$ cat config.mk
export PLATFORM = sky130hd
export DESIGN_NAME = piradip_sample_packer
export DESIGN_NICKNAME = d
export VERILOG_FILES = /design/src/rtl/piradip_sample_packer.sv
export SDC_FILE = /design/constraint.sdc
export NUM_CORES = 1
export LEC_CHECK = 0
export BUFFER_PORTS_ARGS = -buffer_cell sky130_fd_sc_hd__buf_2
export CAP_MARGIN = 5
export CORE_MARGIN = 2
export CORE_UTILIZATION = 25
export CTS_BUF_LIST = sky130_fd_sc_hd__clkbuf_8
export CTS_CLUSTER_DIAMETER = 60
export CTS_CLUSTER_SIZE = 30
export DETAILED_ROUTE_END_ITERATION = 8
export GPL_ROUTABILITY_DRIVEN = 0
export GPL_TIMING_DRIVEN = 1
export PLACE_DENSITY = 0.48
export SKIP_LAST_GASP = 1
export SYNTH_ARGS = -nofsm -noshare
export SYNTH_HDL_FRONTEND = slang
export SYNTH_SLANG_ARGS = --single-unit
$ cat constraint.sdc
create_clock -name aclk -period 2.4 [get_ports aclk]
set_input_delay 0.36 -clock aclk [delete_from_list [all_inputs] [get_ports aclk]]
set_output_delay 0.36 -clock aclk [all_outputs]
set_load 0.005 [all_outputs]
$ cat src/rtl/piradip_sample_packer.sv
// piradip_sample_packer
//
// Serial-to-parallel sample packer. It takes one real sample per AXI4-Stream
// beat and packs NSAMPLES of them into one wide beat in the RFDC lane format.
// A partial word can be flushed on s_tlast, with m_tkeep marking the valid
// lanes. Input backpressure follows the output register: a new sample is
// taken only when the output register is empty or is being drained this cycle.
//
// Parameters:
//   SAMPLE_WIDTH   bits per sample (multiple of 8)
//   NSAMPLES       samples per output beat (>= 2)
//   LSB_FIRST      1: first sample lands in lane 0, 0: in lane NSAMPLES-1
//   FLUSH_ON_LAST  1: s_tlast emits a partial beat, 0: s_tlast is sticky and
//                  rides out on the next full beat
//
// Ports:
//   aclk, aresetn       clock, asynchronous active-low reset
//   s_tdata/tvalid/     per-sample input stream
//   tready/tlast
//   m_tdata/tkeep/      packed output stream, registered
//   tvalid/tready/tlast
//   beat_count          output beats transferred (wraps)
//   partial_count       partial beats transferred (saturates)

module piradip_sample_packer #(
    parameter int SAMPLE_WIDTH  = 16,
    parameter int NSAMPLES      = 8,
    parameter int LSB_FIRST     = 1,
    parameter int FLUSH_ON_LAST = 1
) (
    input  logic                                aclk,
    input  logic                                aresetn,
    input  logic [SAMPLE_WIDTH-1:0]             s_tdata,
    input  logic                                s_tvalid,
    output logic                                s_tready,
    input  logic                                s_tlast,
    output logic [SAMPLE_WIDTH*NSAMPLES-1:0]    m_tdata,
    output logic [SAMPLE_WIDTH*NSAMPLES/8-1:0]  m_tkeep,
    output logic                                m_tvalid,
    input  logic                                m_tready,
    output logic                                m_tlast,
    output logic [31:0]                         beat_count,
    output logic [15:0]                         partial_count
);

    localparam int DATA_W     = SAMPLE_WIDTH * NSAMPLES;
    localparam int KEEP_W     = DATA_W / 8;
    localparam int LANE_BYTES = SAMPLE_WIDTH / 8;
    localparam int LANE_W     = $clog2(NSAMPLES);

    localparam logic [LANE_W-1:0] LAST_LANE = LANE_W'(NSAMPLES - 1);
    localparam logic [KEEP_W-1:0] KEEP_FULL = {KEEP_W{1'b1}};

    // Assembly state: one lane per sample, plus which lanes hold data.
    logic [NSAMPLES-1:0][SAMPLE_WIDTH-1:0] asm_q;
    logic [NSAMPLES-1:0][SAMPLE_WIDTH-1:0] asm_next;
    logic [NSAMPLES-1:0]                   mask_q;
    logic [NSAMPLES-1:0]                   mask_next;
    logic [LANE_W-1:0]                     lane_q;
    logic [LANE_W-1:0]                     phys_lane;
    logic                                  sticky_q;

    logic                                  accept;
    logic                                  complete;
    logic                                  xfer;
    logic [KEEP_W-1:0]                     keep_next;
    logic                                  last_next;

    // Handshakes. s_tready looks only at the output register and m_tready,
    // so the assembly simply freezes while a finished word is waiting.
    always_comb begin
        s_tready  = ~m_tvalid | m_tready;
        accept    = s_tvalid & s_tready;
        xfer      = m_tvalid & m_tready;
        phys_lane = (LSB_FIRST != 0) ? lane_q : (LAST_LANE - lane_q);
        complete  = accept &
                    ((lane_q == LAST_LANE) | (s_tlast & (FLUSH_ON_LAST != 0)));
        last_next = s_tlast | sticky_q;
    end

    // The word as it would look with the current sample merged in. Lanes not
    // yet written are still zero because the assembly clears on completion.
    always_comb begin
        asm_next             = asm_q;
        mask_next            = mask_q;
        asm_next[phys_lane]  = s_tdata;
        mask_next[phys_lane] = 1'b1;
    end

    // Expand the lane mask into byte enables.
    always_comb begin
        keep_next = '0;
        for (int i = 0; i < NSAMPLES; i++) begin
            keep_next[i*LANE_BYTES +: LANE_BYTES] = {LANE_BYTES{mask_next[i]}};
        end
    end

    // Assembly register. A sticky tlast can only arise when tlast does not
    // complete the word, which never happens with flush-on-last enabled.
    always_ff @(posedge aclk or negedge aresetn) begin
        if (!aresetn) begin
            asm_q    <= '0;
            mask_q   <= '0;
            lane_q   <= '0;
            sticky_q <= 1'b0;
        end else if (accept) begin
            if (complete) begin
                asm_q    <= '0;
                mask_q   <= '0;
                lane_q   <= '0;
                sticky_q <= 1'b0;
            end else begin
                asm_q  <= asm_next;
                mask_q <= mask_next;
                lane_q <= lane_q + LANE_W'(1);
                if (s_tlast) begin
                    sticky_q <= 1'b1;
                end
            end
        end
    end

    // Output register. A completion in the same cycle as a transfer reloads
    // it directly, so back-to-back words need no bubble.
    always_ff @(posedge aclk or negedge aresetn) begin
        if (!aresetn) begin
            m_tdata  <= '0;
            m_tkeep  <= '0;
            m_tlast  <= 1'b0;
            m_tvalid <= 1'b0;
        end else if (complete) begin
            m_tdata  <= asm_next;
            m_tkeep  <= keep_next;
            m_tlast  <= last_next;
            m_tvalid <= 1'b1;
        end else if (xfer) begin
            m_tvalid <= 1'b0;
        end
    end

    // Transfer statistics. A beat is partial when any byte enable is clear.
    always_ff @(posedge aclk or negedge aresetn) begin
        if (!aresetn) begin
            beat_count    <= '0;
            partial_count <= '0;
        end else if (xfer) begin
            beat_count <= beat_count + 32'd1;
            if ((m_tkeep != KEEP_FULL) && (partial_count != 16'hFFFF)) begin
                partial_count <= partial_count + 16'd1;
            end
        end
    end

endmodule

==> results of run 1 <==
## worst reg2reg max path, stage by stage (launching register included)
cell and delay [ns]:
dfrtp_1 0.45, and2_1 0.30, o21ai_1 0.43, nor4_1 0.44, mux2_2 0.37
## logic make-up (layout without fill, tap and decap cells)
kind of cell,Yosys count,count (layout)
adder cells (fa/ha/maj),4,4
AO/OA/AOI/OAI,286,286
buffers and inverters,106,339
flip-flops,326,326
other,0,2
AND/OR/NAND/NOR,299,299
multiplexers,131,131
XOR/XNOR,45,45
## worst min path at each step
stage | start | end | slack [ns]
6_report | s_tlast | m_tlast$_DFFE_PN0P_ | 0.08
5_1_grt | s_tlast | m_tlast$_DFFE_PN0P_ | 0.08
4_1_cts | s_tlast | m_tlast$_DFFE_PN0P_ | 0.02
3_5_place_dp | aresetn | partial_count[2]$_DFFE_PN0P_ | 0.41
3_3_place_gp | aresetn | m_tdata[36]$_DFFE_PN0P_ | 0.42
2_1_floorplan | aresetn | asm_q[0]$_DFFE_PN0P_ | 0.06
## power groups by stage
stage / clock [mW] / combinational, mW / sequential, mW
finish: 3.92 / 2.30 / 6.43
global route: 4.24 / 2.53 / 6.52
CTS: 4.06 / 2.35 / 6.45
detailed placement: 0 / 2.35 / 6.55
global placement: 0 / 2.31 / 6.55
floorplan: 0 / 1.13 / 6.51
## flip-flops by register name, indices dropped and copies added, names as in the netlist
signal / cells
m_tvalid: 1
m_tkeep: 8
m_tdata: 128
lane_q: 3
beat_count: 32
mask_q: 8
asm_q: 128
sticky_q: 1
partial_count: 16
m_tlast: 1
## routing by layer
| layer | wire [um] | up-vias | GRT usage |
|---|---|---|---|
| met4 | 698 | 0 | 0.0331 |
| met1 | 21300 | 5060 | 0.224 |
| met3 | 2220 | 47 | 0.0256 |
| li1 | - | 4676 | - |
| met5 | 0 | - | 0 |
| met2 | 21500 | 259 | 0.258 |
## timing repair
item                                   4_1_cts  5_1_grt
endpoints found under the hold margin       60        0
setup endpoints to repair                    0        0
hold buffers                                 1        0
## per-stage QoR
step / worst slack (ns) / cells
global placement: 0.324 / 2072
floorplan: 0.369 / 1197
detailed placement: 0.307 / 2072
global route: 0.107 / 2127
finish: 0.308 / 2128
CTS: 0.320 / 2126
## area by class of cell
cell class	count	area, um2	share of cell area
sequential	326	8160	0.491
multi-input combinational	765	5110	0.307
timing repair buffer	281	1730	0.104
tap	696	871	0.0524
clock buffer	32	440	0.0265
clock inverter	21	275	0.0166
inverter	5	18.8	0.00113
antenna	2	5.00	0.000301
## cell usage in the layout, fill, tap and decap left out, types with 3 or more instances in the layout
cell type | netlist | layout
inv_8 | 0 | 4
buf_4 | 16 | 53
a21oi_1 | 8 | 8
nor3_1 | 5 | 4
buf_2 | 42 | 214
nor4_1 | 8 | 8
o2bb2ai_1 | 128 | 128
and2_1 | 4 | 4
o21ai_1 | 8 | 8
nor4b_1 | 3 | 3
nand3_1 | 15 | 14
ha_1 | 4 | 4
inv_1 | 5 | 5
nand4_1 | 21 | 21
mux2i_1 | 128 | 128
clkbuf_8 | 0 | 32
and3_1 | 9 | 9
nor3b_2 | 0 | 3
buf_12 | 0 | 12
clkinv_8 | 0 | 4
dfrtp_1 | 326 | 326
nor2_1 | 28 | 28
xnor2_1 | 25 | 25
nand2_1 | 186 | 186
o21ai_0 | 138 | 138
inv_6 | 0 | 4
xor2_1 | 20 | 20
mux2_2 | 3 | 3
==> impl_metrics.tcl, run 1 <==
set metrics [dict create \
    outcome "finished clean" \
    h-tree-depth 1 \
    postPlaceCellArea_um2 15900 \
    cp_data_required_time_ns 2.93 \
    hold_depth 3 \
    switching_share 0.322 \
    route.detailed.drc 0 \
    drt_iter0_markers 651 \
    crit_path_top_delay_cell "dfrtp_1" \
    synth_xor_area_frac 0.0287 \
    critPathCapture "partial_count[14]$_DFFE_PN0P_" \
    drive_gt1_frac 0.246 \
    finalHoldViolCount 0 \
    clk_latency_ns 0.65 \
    synth_warnings 0 \
    antenna_found_initial 2 \
    cts_tree "done" \
    hp-class "primary input to flip-flop" \
    ys_ff_latch 326 \
    ff2ff_setup_slack_ns 0.31 \
    die_height_um 239 \
    dieArea_um2 56900 \
    synthFlopType "dfrtp_1" \
    max_freq_mhz 478 \
    fp-row-count 85 \
    power.leakage_nw 8.20 \
    path_cells "and2_1 -> o21ai_1 -> nor4_1 -> mux2_2" \
    drv_slew 0 \
    fin_crit_sh 0.872 \
    worstPathArrival_ns 2.63 \
    syn_to_final_growth_pct 20.8 \
    cpLargestDelayFamily "simple AND/OR/NAND/NOR gates" \
    critPathCaptureType "flip-flop" \
    synth_nets 1222 \
    synth_compound_area_frac 0.140 \
    finalCriticalPeriod_ns 2.09 \
    cp_max_fo 15 \
    portBuffers 215 \
    yosys.area_share.adder 0.00364 \
    synth_top_area_frac 0.593 \
    synth_cells 1197 \
    vias 10000 \
    p_int_mw 8.58 \
    ys_seq_area_frac 0.593 \
    timing.setup.tns_ns 0 \
    finalPower_mw 12.6 \
    cp-startpoint "m_tvalid$_DFFE_PN0P_" \
    postSynth.asyncResetShare 1.00 \
    die_w_um 239 \
    syn_avg_cell_area_um2 11.5 \
    grt_usage 0.159 \
    clkSinkCount 326 \
    fin_nets 1433 \
    dp_hpwl_um 31400 \
    ys_top_cells_by_count "326 x dfrtp_1, 186 x nand2_1, 138 x o21ai_0" \
    start_kind "flip-flop" \
    crit_cells 4 \
    grt_pass1_vias 10000 \
    slew_headroom 0.247 \
    ys_types 40 \
    firstDrtPassIters 4 \
    maxCapViolCount 0 \
    finalSetupViolCount 0 \
    utilization 0.307 \
    p_sw_mw 4.07 \
    slowest_delay_ns 0.45 \
    r2r-end "partial_count[14]$_DFFE_PN0P_" \
    synth_top_family_by_area "compound AO/OA/AOI/OAI gates" \
    synthTopCellsByArea "dfrtp_1 59%, mux2i_1 9.3%, o2bb2ai_1 8.2%, nand2_1 5.1%, o21ai_0 5.0%" \
    ir_drop_mv 0.349 \
    avgViaCountPerCell 4.72 \
    yosys.cell_count.top_type "dfrtp_1" \
    synth_mux_area_frac 0.0956 \
    grt_pass1_wl_um 67700 \
    critPathBufInv 0 \
    wire_per_inst_um 21.5 \
    overflow 0 \
    power.density_nw_per_um2 762 \
    start_util 0.254 \
    crit_type "flip-flop to flip-flop" \
    routed_wl_um 45700 \
    synthSimpleGateAreaFrac 0.101 \
    hold_slack_ns 0.0825 \
    cts.repair.resized 0 \
    rr_startpoint "m_tvalid$_DFFE_PN0P_" \
    worstMarginPinSlew_ns 1.12 \
    ant_nets 0 \
    synth.cell_area_um2 13700 \
    cts_buffers 29 \
    cts-root-buf "clkbuf_8" \
    clockBufferDepth 3 \
    combPwrFrac 0.182 \
    power_frac_seq 0.509 \
    io_pins 216 \
    finalClockSkew_ns 0.0383 \
    n_fill_cell 5561 \
    rsz0062_at_grt "no" \
    post_cts_buffers 0 \
    clkSlewWorstSetupHoldPaths_ns 0.11 \
    core_um2 54100 \
    synth_edf_count 0 \
    ff2ff_path_depth 4 \
    final_area_um2 16600 \
    power.clock.fraction 0.310 \
    yosysTopAreaCell "dfrtp_1" \
    grt_max_degree 72 \
]
(Power assumes the default switching activity.)
==> run 2, diff against run 1 <==
--- a/config.mk
+++ b/config.mk
@@ -9,7 +9,6 @@
 export CAP_MARGIN = 5
 export CORE_MARGIN = 2
 export CORE_UTILIZATION = 25
-export CTS_BUF_LIST = sky130_fd_sc_hd__clkbuf_8
 export CTS_CLUSTER_DIAMETER = 60
 export CTS_CLUSTER_SIZE = 30
 export DETAILED_ROUTE_END_ITERATION = 8
==> impl_metrics.tcl, run 2 (synthesized netlist as in run 1, its figures left out) <==
set metrics [dict create \
    clk_latency_ns 0.59 \
    fp-row-count 85 \
    max_freq_mhz 481 \
    cp_data_required_time_ns 2.87 \
    cts_buffers 29 \
    die_height_um 239 \
    cts-root-buf "clkbuf_16" \
    slew_headroom 0.247 \
    worstMarginPinSlew_ns 1.12 \
    drive_gt1_frac 0.246 \
    cp_max_fo 15 \
    grt_max_degree 72 \
    overflow 0 \
    cts.repair.resized 0 \
    p_sw_mw 4.21 \
    min_to "m_tlast$_DFFE_PN0P_" \
    clkSlewWorstSetupHoldPaths_ns 0.07 \
    cts_tree "done" \
    final_common_cell "dfrtp_1" \
    crit_path_top_delay_cell "dfrtp_1" \
    routed_wl_um 45800 \
    critPathCaptureType "flip-flop" \
    clkSinkCount 326 \
    vias 10100 \
    power.leakage_nw 8.35 \
    start_kind "flip-flop" \
    rr_startpoint "m_tvalid$_DFFE_PN0P_" \
    outcome "finished clean" \
    grt_pass1_wl_um 68000 \
    dp_hpwl_um 31400 \
    finalSetupViolCount 0 \
    grt_usage 0.159 \
    finalClockSkew_ns 0.0278 \
    ir_drop_mv 0.411 \
    largest_registers "asm_q (128), m_tdata (128), beat_count (32)" \
    fin_crit_sh 0.866 \
    slowest_delay_ns 0.44 \
    dieArea_um2 56900 \
    timing.setup.tns_ns 0 \
    hold_slack_ns 0.140 \
    firstDrtPassIters 5 \
    ff2ff_setup_slack_ns 0.32 \
    finalCriticalPeriod_ns 2.08 \
    power_frac_seq 0.465 \
    crit_type "flip-flop to flip-flop" \
    maxCapViolCount 0 \
    drv_slew 0 \
    final_cell_mix "326 x dfrtp_1, 214 x buf_2, 186 x nand2_1" \
    worstPathArrival_ns 2.54 \
    ant_nets 0 \
    io_pins 216 \
    core_um2 54100 \
    power.density_nw_per_um2 817 \
    wire_per_inst_um 21.5 \
    hold_depth 3 \
    clockBufferDepth 3 \
    p_int_mw 9.63 \
    portBuffers 215 \
    start_util 0.254 \
    ff2ff_path_depth 4 \
    hp-start "s_tlast" \
    power.clock.fraction 0.369 \
    antenna_found_initial 1 \
    rsz0062_at_grt "no" \
    path_cells "and2_1 -> o21ai_1 -> nor4_1 -> mux2_2" \
    h-tree-depth 1 \
    avgViaCountPerCell 4.74 \
    die_w_um 239 \
    n_fill_cell 5517 \
    combPwrFrac 0.166 \
    syn_to_final_growth_pct 23.2 \
    fin_nets 1433 \
    r2r-end "partial_count[14]$_DFFE_PN0P_" \
    grt_pass1_vias 10100 \
    hp-class "primary input to flip-flop" \
    finalHoldViolCount 0 \
    drt_iter0_markers 612 \
    switching_share 0.304 \
    route.detailed.drc 0 \
]
[run 2: cell types whose count changed in the layout (fill, tap and decap cells not counted)]
| cell | previous run | this run |
|---|---|---|
| clkbuf_16 | 0 | 29 |
| clkbuf_8 | 32 | 3 |
| diode_2 | 2 | 1 |
[run 2: repair_timing]
item | in CTS | in global routing
setup endpoints to repair | 0 | 0
hold buffers | 1 | 0
buffers inserted | 0 | 0
endpoints found under the hold margin | 60 | 0
[run 2: worst max-delay path, delay by kind of cell (launching register included)]
| kind | cells | cell delay [ns] |
|---|---|---|
| AOI/OAI and AO/OA | 1 | 0.43 |
| DFF | 1 | 0.44 |
| muxes | 1 | 0.37 |
| and+or+nand+nor | 2 | 0.73 |
[run 2: worst max-delay path by stage]
stage,startpoint,slack [ns],cells past startpoint,end
6_report,m_tvalid$_DFFE_PN0P_,0.32,4,partial_count[14]$_DFFE_PN0P_
3_5_place_dp,m_tready,0.31,5,partial_count[14]$_DFFE_PN0P_
4_1_cts,m_tvalid$_DFFE_PN0P_,0.33,4,partial_count[14]$_DFFE_PN0P_
3_3_place_gp,m_tready,0.32,5,partial_count[14]$_DFFE_PN0P_
2_1_floorplan,lane_q[0]$_DFFE_PN0P_,0.37,9,m_tdata[125]$_DFFE_PN0P_
5_1_grt,m_tvalid$_DFFE_PN0P_,0.11,4,partial_count[10]$_DFFE_PN0P_
[run 2: routing by layer]
metal  vias up  wire, um  GRT usage  part of all wire
met5         -         0          0                 0
met2       226     21500      0.259              0.47
met3        47      2020     0.0233             0.044
met1      5118     21400      0.226              0.47
met4         0       753     0.0326             0.016
li1       4688         -          -                 -
[run 2: layout make-up]
class	count	area (um2)	share of cell area
Clock inverter	21	275	0.0163
Antenna cell	1	2.50	0.000148
Timing Repair Buffer	281	1730	0.102
Sequential cell	326	8160	0.482
Multi-Input combinational cell	765	5110	0.302
Inverter	5	18.8	0.00111
Clock buffer	32	767	0.0453
Tap cell	696	871	0.0514
[run 2: stage by stage]
step	utilization	cell area (um2)	cells	power [mW]	setup slack [ns]
floorplan	-	13700	1197	7.63	0.369
global placement	0.293	15900	2072	8.86	0.324
detailed placement	0.293	15900	2072	8.90	0.307
CTS	0.313	16900	2126	14.1	0.325
global route	0.313	16900	2126	14.5	0.112
finish	0.313	16900	2127	13.8	0.321
[run 2: power groups by stage]
stage | clock [mW] | sequential, mW | combinational [mW]
after global placement | 0 | 6.55 | 2.31
after floorplan | 0 | 6.51 | 1.13
after detailed placement | 0 | 6.55 | 2.35
final | 5.11 | 6.44 | 2.29
after global routing | 5.44 | 6.52 | 2.53
after CTS | 5.27 | 6.45 | 2.35
